`src/rtl/vga_timing.sv`:
```
// vga_timing: pixel/line counters with registered sync, blanking and frame pulses.
// All flags load from next-count values so they align with the counts they describe.
module vga_timing #(
  parameter int H_ACTIVE = 800,
  parameter int H_FP     = 40,
  parameter int H_SYNC   = 128,
  parameter int H_BP     = 88,
  parameter int V_ACTIVE = 600,
  parameter int V_FP     = 1,
  parameter int V_SYNC   = 4,
  parameter int V_BP     = 23,
  parameter bit SYNC_POL = 1'b1
) (
  input  logic        pclk,
  input  logic        rst,
  input  logic        en,
  output logic [10:0] hcount_out,
  output logic [10:0] vcount_out,
  output logic        hsync_out,
  output logic        vsync_out,
  output logic        hblnk_out,
  output logic        vblnk_out,
  output logic        frame_tick,
  output logic [15:0] frame_cnt
);
  localparam logic [10:0] H_LAST = 11'(H_ACTIVE + H_FP + H_SYNC + H_BP - 1);
  localparam logic [10:0] V_LAST = 11'(V_ACTIVE + V_FP + V_SYNC + V_BP - 1);
  localparam logic [10:0] H_A    = 11'(H_ACTIVE);
  localparam logic [10:0] V_A    = 11'(V_ACTIVE);
  localparam logic [10:0] H_SS   = 11'(H_ACTIVE + H_FP);
  localparam logic [10:0] H_SE   = 11'(H_ACTIVE + H_FP + H_SYNC);
  localparam logic [10:0] V_SS   = 11'(V_ACTIVE + V_FP);
  localparam logic [10:0] V_SE   = 11'(V_ACTIVE + V_FP + V_SYNC);
  logic [10:0] hcount_q, hcount_d, vcount_q, vcount_d;
  logic        hsync_q, hsync_d, vsync_q, vsync_d;
  logic        hblnk_q, hblnk_d, vblnk_q, vblnk_d;
  logic        tick_q, tick_d;
  logic [15:0] fcnt_q, fcnt_d;
  logic        h_wrap, v_wrap;
  always_comb begin
    h_wrap   = hcount_q == H_LAST;
    v_wrap   = vcount_q == V_LAST;
    hcount_d = h_wrap ? '0 : hcount_q + 11'd1;
    vcount_d = h_wrap ? (v_wrap ? '0 : vcount_q + 11'd1) : vcount_q;
    hblnk_d  = hcount_d >= H_A;
    vblnk_d  = vcount_d >= V_A;
    hsync_d  = (hcount_d >= H_SS && hcount_d < H_SE) ? SYNC_POL : !SYNC_POL;
    vsync_d  = (vcount_d >= V_SS && vcount_d < V_SE) ? SYNC_POL : !SYNC_POL;
    tick_d   = h_wrap && v_wrap;
    fcnt_d   = fcnt_q + 16'(tick_d);
  end
  // Reset leaves (0,0) without a tick; only a real wrap from the last pixel ticks.
  always_ff @(posedge pclk or negedge rst) begin
    if (!rst) begin
      hcount_q <= '0;
      vcount_q <= '0;
      hsync_q  <= !SYNC_POL;
      vsync_q  <= !SYNC_POL;
      hblnk_q  <= 1'b0;
      vblnk_q  <= 1'b0;
      tick_q   <= 1'b0;
      fcnt_q   <= '0;
    end else if (en) begin
      hcount_q <= hcount_d;
      vcount_q <= vcount_d;
      hsync_q  <= hsync_d;
      vsync_q  <= vsync_d;
      hblnk_q  <= hblnk_d;
      vblnk_q  <= vblnk_d;
      tick_q   <= tick_d;
      fcnt_q   <= fcnt_d;
    end else begin
      tick_q   <= 1'b0;
    end
  end
  assign hcount_out = hcount_q;
  assign vcount_out = vcount_q;
  assign hsync_out  = hsync_q;
  assign vsync_out  = vsync_q;
  assign hblnk_out  = hblnk_q;
  assign vblnk_out  = vblnk_q;
  assign frame_tick = tick_q;
  assign frame_cnt  = fcnt_q;
endmodule

```
`config.mk`:
```
export PLATFORM = sky130hd
export DESIGN_NAME = vga_timing
export DESIGN_NICKNAME = d
export VERILOG_FILES = /design/src/rtl/vga_timing.sv
export SDC_FILE = /design/constraint.sdc
export NUM_CORES = 1
export LEC_CHECK = 0
export CORE_ASPECT_RATIO = 0.8
export CORE_MARGIN = 2
export CORE_UTILIZATION = 45
export DETAILED_ROUTE_END_ITERATION = 10
export MAX_ROUTING_LAYER = met4
export PLACE_DENSITY = 0.83
export SETUP_SLACK_MARGIN = 0.3
export SLEW_MARGIN = 20
export SYNTH_ARGS = -nofsm -noshare
export SYNTH_HDL_FRONTEND = slang
export SYNTH_SLANG_ARGS = --single-unit
```
`constraint.sdc`:
```
create_clock -name pclk -period 2.5 [get_ports pclk]
set_input_delay 0.5 -clock pclk [delete_from_list [all_inputs] [get_ports pclk]]
set_output_delay 0.5 -clock pclk [all_outputs]
set_load 0.05 [all_outputs]
```
* After elaboration in Yosys (flattened, before gate mapping)
Cells that the tools add are included. W data, S select, Z words.
Word-level totals: register bits 43, output and inout port bits 43, word-level logic and storage cells 28
Operators by class: add/sub/neg operators 3, $lt $le $gt $ge 6, equal/unequal tests 2, multiplexer cells 6, reduce and logical (&&, ||, !) cells 3
Operator list (count):
- $ge A11 B10 Y1 const B | 4
- $mux W11 | 3
- $add A11 B1 Y11 const B | 2
- $lt A11 B10 Y1 const B | 2
- $add A16 B1 Y16 | 1
- $eq A11 B10 Y1 const B | 1
- $eq A11 B11 Y1 const B | 1
- $logic_and A1 B1 Y1 | 3
- $mux W1 | 3

* Depth between registers and ports, before layout
Gate-level depths: netlist (run 1).
depth after elaboration 6, depth in mapped cells 11

* Worst setup path after synthesis (run 1)
OpenSTA, ideal clock, no wires.
kind reg2reg, start point register hcount_q[0] (netlist: hcount_out[0]), end point register fcnt_q[14] (netlist: frame_cnt[14]), setup time 141 ps, data arrival time 2967 ps, required time 2359 ps, slack -609 ps, stages on the path, launching flop included 12, period minus slack after synthesis 3109 ps, cells stage by stage dfrtp_1 ha_1 nand4_1 or4_4 buf_6 nor2_1 ha_1 ha_1 nand3_1 nor2_1 nand4_1 xnor2_1
Between the ends: word-level cells in the longest chain between the ends 3
RTL lines:
- start, declared | line 34 | logic [10:0] hcount_q, hcount_d, vcount_q, vcount_d;
- start signal, assigned | line 64 | hcount_q <= hcount_d;
- $eq A11 B11 Y1 | line 41 | h_wrap = hcount_q == H_LAST;
- $logic_and A1 B1 Y1 | line 49 | tick_d = h_wrap && v_wrap;
- $add A16 B1 Y16 | line 50 | fcnt_d = fcnt_q + 16'(tick_d);
- end signal, assigned | line 71 | fcnt_q <= fcnt_d;
- end, declared | line 38 | logic [15:0] fcnt_q, fcnt_d;
Every way passes these cells. A chain may end at the register's enable or synchronous reset.

* Worst setup path in the final report (run 1)
start point register hcount_q[7] (netlist: hcount_out[7]), end point register fcnt_q[14] (netlist: frame_cnt[14])
Same word-level chain as after synthesis.

==> out/qor_table.md, run 1 <==
| Step | Item | Reported |
| --- | --- | --- |
| layout | Area growth, synth to finish | 46.3% |
| routing | Antenna violation net count after detailed routing | 0 |
| setup path | Worst path bufs/invs | 0 |
| status | Status | complete, no violations |
| routing | Vias per cell | 5.76 |
| yosys | Async set-reset flop share out of synthesis | 100% |
| cts | Post-CTS clock slew at the launch and capture registers of the worst setup and hold paths | 0.09 ns |
| yosys | Distinct cell type count after synthesis | 49 |
| placed design | HPWL Detailed | 4340 µm |
| sta | RSZ-0062 raised after global routing | true |
| sta | Final hold violation count | 0 |
| floorplan | Width of the chip | 87.2 µm |
| routing | Detailed Route WL | 6730 µm |
| sta | Slew Limit Fails | 0 |
| setup path | Data required, critical path | 2.72 ns |
| setup path | Arrival time at the worst endpoint | 2.71 ns |
| routing | Via count | 2333 |
| setup path | Reg-to-reg startpoint | hcount_out[7] |
| setup path | Delay of the slowest cell on the worst path | 0.55 ns |
| setup path | Critical Path Start | hcount_out[7] |
| yosys | Nets in the synthesized netlist | 274 |
| setup path | Family of cells with the greatest summed delay on the critical path | simple AND/OR/NAND/NOR gates |
| cts | TritonCTS Buffers | 5 |
| sta | Worst-case headroom to the max-slew limit | 58.0% |
| sta | WHS | 0.255 ns |
| setup path | Setup crit start kind | register |
| yosys | Number of enable-type register cells in the synthesized netlist | 0 |
| layout | Post-Route Utilization | 67.4% |
| global routing | Initial antenna violation count | 0 |
| routing | Routed len/inst | 16.6 µm |
| layout | Antenna diode count | 0 |
| sta | Peak Freq | 402 MHz |
| cts | Cell chosen for the clock root | clkbuf_8 |
| setup path | Critical path class | reg2reg |
| power and ir drop | Ratio of total power to cell area | 632 nW/µm² |
| global routing | Largest net degree at the start of global routing | 44 |
| cts | Clock latency on the worst-skew pair | 0.31 ns |
| worst hold path | Class of the most critical hold timing path | in2async |
| cts | Deepest clock path buffer count | 2 |
| routing | Length of the first detailed-routing pass in iterations | 5 |
| routing | DRC viols | 0 |
| placed design | Routability Congestion | 0.949 |
| global routing | Global Route Usage Sum | 22.3% |
| setup path | Worst-path cell with the longest stage delay | or4b_4 |
| routing | Starting DRT DRC Count | 128 |
| placed design | Placed inst area | 3190 µm² |
| floorplan | Number of top-level design ports | 46 |
| layout | Ratio of cells with drive above 1 in the final layout | 29.7% |
| yosys | Number of synthesized register bits | 43 |
| yosys | Syn avg cell area | 9.33 µm² |
| job | Max-cap violations | 0 |
| floorplan | Number of placement rows | 24 |
| yosys | Synth warnings | 0 |
| cts | Number of clock sinks seen by CTS | 43 |
| floorplan | Area of the die | 6150 µm² |
| layout | Fin area | 3640 µm² |
| sta | Max Clock Skew | 0.00994 ns |
| floorplan | Initial Utilization | 46.1% |
| cts | TritonCTS clock tree | yes |
| floorplan | Die extent in y | 70.5 µm |
| sta | Crit share post-route | 99.5% |
| layout | Fill cell count | 394 |
| power and ir drop | Largest voltage drop on the vdd net | 0.375 mV |
| global routing | Wire length of the first global-routing pass | 10500 µm |
| placed design | Number of buffer cells added on primary ports | 45 |
| floorplan | Core Region | 5410 µm² |
| cts | Number of levels the H-tree was split into | 2 |
| setup path | Critical-path cell list | or4b_4 > or4_4 > nor2_4 > ha_4 > ha_4 > nand3_2 > nor2_4 > nand4_1 > xnor2_1 |
| sta | Post-layout minimum cycle time | 2.49 ns |
| yosys | Instance count of the mapped netlist | 267 |
| global routing | Overflow after GRT | 0 |
| power and ir drop | Leak Pwr | 1.52 nW |
| setup path | Endpoint type of the worst setup path | register |
| yosys | Sequential element share of the synthesized area | 43.2% |
| sta | Setup Viol. Count Final | 0 |
| sta | Transition time at the pin with the least slew margin | 0.625 ns |
| layout | Net count of the finished layout | 346 |
| setup path | Largest fanout of any net on the critical path | 4 |
| yosys | Post-synth top flop | dfrtp_1 |
| cts | Post-CTS Hold Buffers | 0 |
| global routing | Via count of the first global-routing pass | 2166 |
| yosys | Cell Area, Synth | 2490 µm² |
kinds of logic (layout without fill, tap and decap cells):
logic type / after synthesis / count (layout) / share of synthesized area (%)
buffers and inverters: 19 / 91 / 3.52
multiplexers: 6 / 6 / 2.61
flip-flops: 43 / 43 / 43.2
XOR/XNOR: 29 / 29 / 10.2
adder cells (fa/ha/maj): 4 / 4 / 2.01
AO/OA/AOI/OAI: 48 / 48 / 13.0
AND/OR/NAND/NOR: 118 / 119 / 25.4
cells in the final DEF, fill, tap and decap left out, drive strengths merged, types with 7 or more instances in the layout:
cell type	n
a21oi	8
and3	7
buf	35
clkdlybuf4s50	39
dfrtp	43
nand2	33
nand3	16
nand4	14
nor2	24
o21ai	18
xnor2	23
final timing paths:
kind                                      end  slack [ns]  depth (start not counted)
min in group pclk               frame_cnt[15]        0.48                          1
max in group asynchronous       hcount_out[3]        1.84                          2
worst min-delay path               frame_tick        0.26                          2
worst min register to register  frame_cnt[15]        0.48                          1
worst max-delay path            frame_cnt[14]        0.01                          9
worst max register to register  frame_cnt[14]        0.01                          9
routing by layer:
metal / vias up / GRT usage (%) / routed length [µm]
met5: - / - / 0
met4: 0 / 7.52 / 121
met3: 10 / 3.73 / 311
met2: 87 / 33.8 / 3300
met1: 1126 / 30.8 / 3000
li1: 1110 / - / -
cell type report:
cell class | instances | area (µm²) | area share [%]
tap | 65 | 81.3 | 2.23
sequential | 43 | 1090 | 29.8
clock inverter | 2 | 38.8 | 1.06
clock buffer | 6 | 82.6 | 2.27
timing repair buffer | 79 | 752 | 20.6
inverter | 4 | 15.0 | 0.412
multi-input combinational | 206 | 1590 | 43.5
registers in the layout, summed over array words and instances (netlist names):
signal / count
hsync_out: 1
frame_cnt: 16
hblnk_out: 1
vcount_out: 11
vsync_out: 1
vblnk_out: 1
hcount_out: 11
frame_tick: 1
power by group:
part           internal (mW)  switching, mW
clock network          0.329          0.260
logic                  0.342          0.507
registers              0.770         0.0953
total                   1.44          0.862
stage by stage:
stage	power [mW]	setup slack, ns	TNS (ns)	instances
after global routing	2.42	-0.0992	-0.646	405
after floorplan	1.39	-0.328	-2.61	267
after detailed placement	1.65	-0.0500	-0.0573	383
final	2.30	0.0132	0	405
after global placement	1.62	0.0578	0	383
after CTS	2.28	0.0262	0	400
synthesized netlist by cell type, types with 2 or more instances:
master	count	area [µm²]
xor2_1	6	52.6
a21oi_1	8	40.0
nor2_1	24	90.1
mux2_2	3	33.8
nand2b_1	2	12.5
nand3_1	16	80.1
ha_1	4	50.1
and2_1	2	12.5
o21ai_0	18	90.1
buf_6	2	22.5
buf_1	2	7.51
nand4_1	14	87.6
inv_1	4	15.0
a32oi_1	2	17.5
a31oi_1	4	25.0
o31ai_1	3	22.5
dfrtp_1	43	1080
nand2_1	32	120
o22ai_1	2	12.5
clkbuf_1	10	37.5
and4_1	4	35.0
nor2b_1	3	18.8
and3_1	7	43.8
xnor2_1	23	201
mux2i_1	2	20.0
nor3_1	4	20.0
timing repair:
item                       4_1_cts  5_1_grt
resized for setup               27       34
cloned                           0        1
setup buffers                    9        4
setup endpoints to repair       22       34
pin swaps                       18       12
(Power assumes the default switching activity.)
==> run 2: changes to the inputs <==
--- a/config.mk
+++ b/config.mk
@@ -5,12 +5,14 @@
 export SDC_FILE = /design/constraint.sdc
 export NUM_CORES = 1
 export LEC_CHECK = 0
+export CELL_PAD_IN_SITES_DETAIL_PLACEMENT = 0
+export CELL_PAD_IN_SITES_GLOBAL_PLACEMENT = 2
 export CORE_ASPECT_RATIO = 0.8
 export CORE_MARGIN = 2
-export CORE_UTILIZATION = 45
+export CORE_UTILIZATION = 29
 export DETAILED_ROUTE_END_ITERATION = 10
 export MAX_ROUTING_LAYER = met4
-export PLACE_DENSITY = 0.83
+export PLACE_DENSITY = 0.86
 export SETUP_SLACK_MARGIN = 0.3
 export SLEW_MARGIN = 20
 export SYNTH_ARGS = -nofsm -noshare
==> run 2 against run 1 <==
Compared with the run above: cell count increased by 13%; design area increased by 0.89%; clock power decreased by 3%; hold slack got worse by 0.15 ns; sequential power decreased by 2.4%; sequential share of layout area decreased by 0.26 points.
==> out/qor_table.md, run 2 (synthesis gave the netlist of run 1 again) <==
| Step | Item | Reported | Change |
| --- | --- | --- | --- |
| status | Status | complete, no violations | unchanged |
| setup path | Critical-path cell list | or4b_4 > or4_4 > nor2_4 > ha_4 > nand4_1 > buf_4 > buf_6 > nor2_4 > xor2_1 | was or4b_4 > or4_4 > nor2_4 > ha_4 > ha_4 > nand3_2 > nor2_4 > nand4_1 > xnor2_1 |
| layout | Fin area | 3680 µm² | was 3640 µm² |
| layout | Final cell count without fillers | 456 | was 405 |
| power and ir drop | Share of power burned in combinational logic | 38.2% | was 36.9% |
| setup path | Critical R2R Capture | frame_cnt[5] | was frame_cnt[14] |
| power and ir drop | Fraction of power spent switching nets | 37.9% | was 37.4% |
| placed design | Routability Congestion | 0.881 | was 0.949 |
| setup path | Setup crit start kind | register | unchanged |
| power and ir drop | Leak Pwr | 1.54 nW | was 1.52 nW |
| sta | Post-route setup slack | 0.0413 ns | was 0.0132 ns |
| routing | Routed length on met3 | 288 µm | was 311 µm |
| routing | Via count | 2277 | was 2333 |
| routing | Routed len/inst | 14.7 µm | was 16.6 µm |
| power and ir drop | Ratio of total power to cell area | 623 nW/µm² | was 632 nW/µm² |
| placed design | HPWL Detailed | 4680 µm | was 4340 µm |
| setup path | Reg-to-reg startpoint | hcount_out[9] | was hcount_out[7] |
| cts | Deepest clock path buffer count | 2 | unchanged |
| floorplan | Core Region | 8410 µm² | was 5410 µm² |
| routing | Vias per cell | 4.99 | was 5.76 |
| routing | Length of the first detailed-routing pass in iterations | 4 | was 5 |
| setup path | Critical Path Start | hcount_out[9] | was hcount_out[7] |
| global routing | Global Route Usage Sum | 15.1% | was 22.3% |
| power and ir drop | Int Power | 1.42 mW | was 1.44 mW |
| power and ir drop | Net Switching | 0.868 mW | was 0.862 mW |
| setup path | Timing endpoint of the critical path | frame_cnt[5] | was frame_cnt[14] |
| cts | Clock latency on the worst-skew pair | 0.30 ns | was 0.31 ns |
| setup path | Depth of the most critical reg-to-reg path | 9 | unchanged |
| routing | DRC viols | 0 | unchanged |
| routing | Total routed wire length on the met1 layer | 3400 µm | was 3000 µm |
| sta | RSZ-0062 raised after global routing | true | unchanged |
| power and ir drop | Clock network fraction of design power | 25.0% | was 25.6% |
| routing | Met2 wire length | 2970 µm | was 3300 µm |
| global routing | Overflow after GRT | 0 | unchanged |
| sta | Worst-case headroom to the max-slew limit | 64.6% | was 58.0% |
| layout | Most common cell after layout, fill and taps aside | clkdlybuf4s50_1 | unchanged |
| setup path | Critical path class | reg2reg | unchanged |
| routing | Antenna violation net count after detailed routing | 0 | unchanged |
| global routing | Largest net degree at the start of global routing | 30 | was 44 |
| setup path | Endpoint type of the worst setup path | register | unchanged |
| global routing | Wire length of the first global-routing pass | 10900 µm | was 10500 µm |
| cts | Number of levels the H-tree was split into | 2 | unchanged |
| floorplan | Initial Utilization | 29.6% | was 46.1% |
| sta | Max Clock Skew | 0.00254 ns | was 0.00994 ns |
| sta | Final hold violation count | 0 | unchanged |
| layout | Net count of the finished layout | 350 | was 346 |
| sta | Crit share post-route | 98.3% | was 99.5% |
| layout | Area growth, synth to finish | 47.6% | was 46.3% |
| routing | Highest metal layer with signal wires | met4 | unchanged |
| power and ir drop | Largest voltage drop on the vdd net | 0.477 mV | was 0.375 mV |
| setup path | Largest fanout of any net on the critical path | 3 | was 4 |
| power and ir drop | Total power consumption of the routed design | 2.29 mW | was 2.30 mW |
| sta | WHS | 0.108 ns | was 0.255 ns |
| setup path | Delay of the slowest cell on the worst path | 0.54 ns | was 0.55 ns |
| placed design | Placed inst area | 3280 µm² | was 3190 µm² |
| setup path | Worst-path cell with the longest stage delay | or4b_4 | unchanged |
| floorplan | Die extent in y | 86.9 µm | was 70.5 µm |
| power and ir drop | Reg power frac | 36.9% | was 37.6% |
| sta | Peak Freq | 407 MHz | was 402 MHz |
| sta | TNS Setup | 0 ns | unchanged |
| setup path | Slack of the worst reg-to-reg path | 0.04 ns | was 0.01 ns |
| global routing | Initial antenna violation count | 0 | unchanged |
| floorplan | Number of top-level design ports | 46 | unchanged |
| setup path | Data required, critical path | 2.72 ns | about the same |
| layout | Highest-count cells in the layout ignoring fill and taps | clkdlybuf4s50_1, dfrtp_1, buf_4 | was clkdlybuf4s50_1, dfrtp_1, nand2_1 |
| layout | Antenna diode count | 0 | unchanged |
| floorplan | Width of the chip | 108 µm | was 87.2 µm |
| job | Max-cap violations | 0 | unchanged |
| setup path | Crit-path most repeated cell | nor2_4 |  |
| floorplan | Number of placement rows | 30 | was 24 |
| routing | Detailed Route WL | 6700 µm | was 6730 µm |
| floorplan | Area of the die | 9350 µm² | was 6150 µm² |
| sta | Setup Viol. Count Final | 0 | unchanged |
| placed design | Setup slack at placement | 0.00687 ns | was -0.0500 ns |
| worst hold path | Class of the most critical hold timing path | in2async | unchanged |
| cts | Number of clock sinks seen by CTS | 43 | unchanged |
| cts | Post-CTS clock slew at the launch and capture registers of the worst setup and hold paths | 0.09 ns | about the same |
| sta | Transition time at the pin with the least slew margin | 0.527 ns | was 0.625 ns |
| layout | Post-Route Utilization | 43.7% | was 67.4% |
| layout | Ratio of cells with drive above 1 in the final layout | 29.1% | was 29.7% |
| sta | Slew Limit Fails | 0 | unchanged |
| cts | TritonCTS Buffers | 5 | unchanged |
| cts | TritonCTS clock tree | yes | unchanged |
| layout | Largest register FFs | 16 | unchanged |
| cts | Cell chosen for the clock root | clkbuf_8 | unchanged |
| sta | Post-layout minimum cycle time | 2.46 ns | was 2.49 ns |
| placed design | Cells after DPL | 433 | was 383 |
| global routing | Via count of the first global-routing pass | 2225 | was 2166 |
| setup path | Arrival time at the worst endpoint | 2.68 ns | was 2.71 ns |
| placed design | Number of buffer cells added on primary ports | 45 | unchanged |
| routing | Starting DRT DRC Count | 99 | was 128 |
-- run 2: cell types whose count changed in the layout (fill, tap and decap cells not counted), sizes merged --
cell,previous run,this run
buf,35,40
clkbuf,6,5
clkinv,0,1
dlymetal6s2s,3,4
clkdlybuf4s50,39,38
nand2,33,32
-- run 2: how the worst min path moves through the flow --
stage | slack, ns | startpoint | cells past startpoint | to
floorplan | 0.20 | rst | 0 | frame_cnt[0]
global placement | 0.44 | rst | 1 | vcount_out[4]
detailed placement | 0.44 | rst | 1 | vcount_out[4]
CTS | 0.11 | rst | 1 | vcount_out[4]
global route | 0.11 | rst | 1 | vcount_out[3]
finish | 0.11 | rst | 1 | vcount_out[4]
-- run 2: layout make-up --
class	instances	area (µm²)
Inverter	4	15.0
Multi-Input combinational cell	205	1540
Clock inverter	3	47.5
Fill cell	835	4730
Clock buffer	5	68.8
Sequential cell	43	1090
Timing Repair Buffer	84	777
Tap cell	112	140
-- run 2: timing repair --
action / 4_1_cts / 5_1_grt
resized for setup: 20 / 25
setup buffers: 12 / 3
endpoints found under the setup margin: 28 / 31
pin swaps: 11 / 7
hold buffers: 0 / 0
-- run 2: power groups by stage --
stage	logic (mW)	registers [mW]	clock network, mW
after floorplan	0.284	1.10	0
after global placement	0.797	0.861	0
after detailed placement	0.804	0.864	0
after CTS	0.855	0.842	0.597
after global routing	0.938	0.855	0.618
final	0.873	0.844	0.572
-- run 2: routing by layer --
metal | up-vias | GRT usage (%)
li1 | 1114 | -
met1 | 1111 | 20.8
met2 | 50 | 22.6
met3 | 2 | 3.22
met4 | 0 | 4.08
met5 | - | -
-- run 2: worst max-delay path: cells and delay by family (launching register included) --
kind | cells | cell delay [ns]
buffers and inverters | 2 | 0.32
xor gates and xnor gates | 1 | 0.14
DFF | 1 | 0.41
adders and majority gates | 1 | 0.15
and+or+nand+nor | 5 | 1.37
==> run 3: changes to the inputs <==
--- a/config.mk
+++ b/config.mk
@@ -5,6 +5,7 @@
 export SDC_FILE = /design/constraint.sdc
 export NUM_CORES = 1
 export LEC_CHECK = 0
+export CAP_MARGIN = 20
 export CELL_PAD_IN_SITES_DETAIL_PLACEMENT = 0
 export CELL_PAD_IN_SITES_GLOBAL_PLACEMENT = 2
 export CORE_ASPECT_RATIO = 0.8
==> results of run 3 <==
Final layout, timing and power as in run 2 (identical DEF).
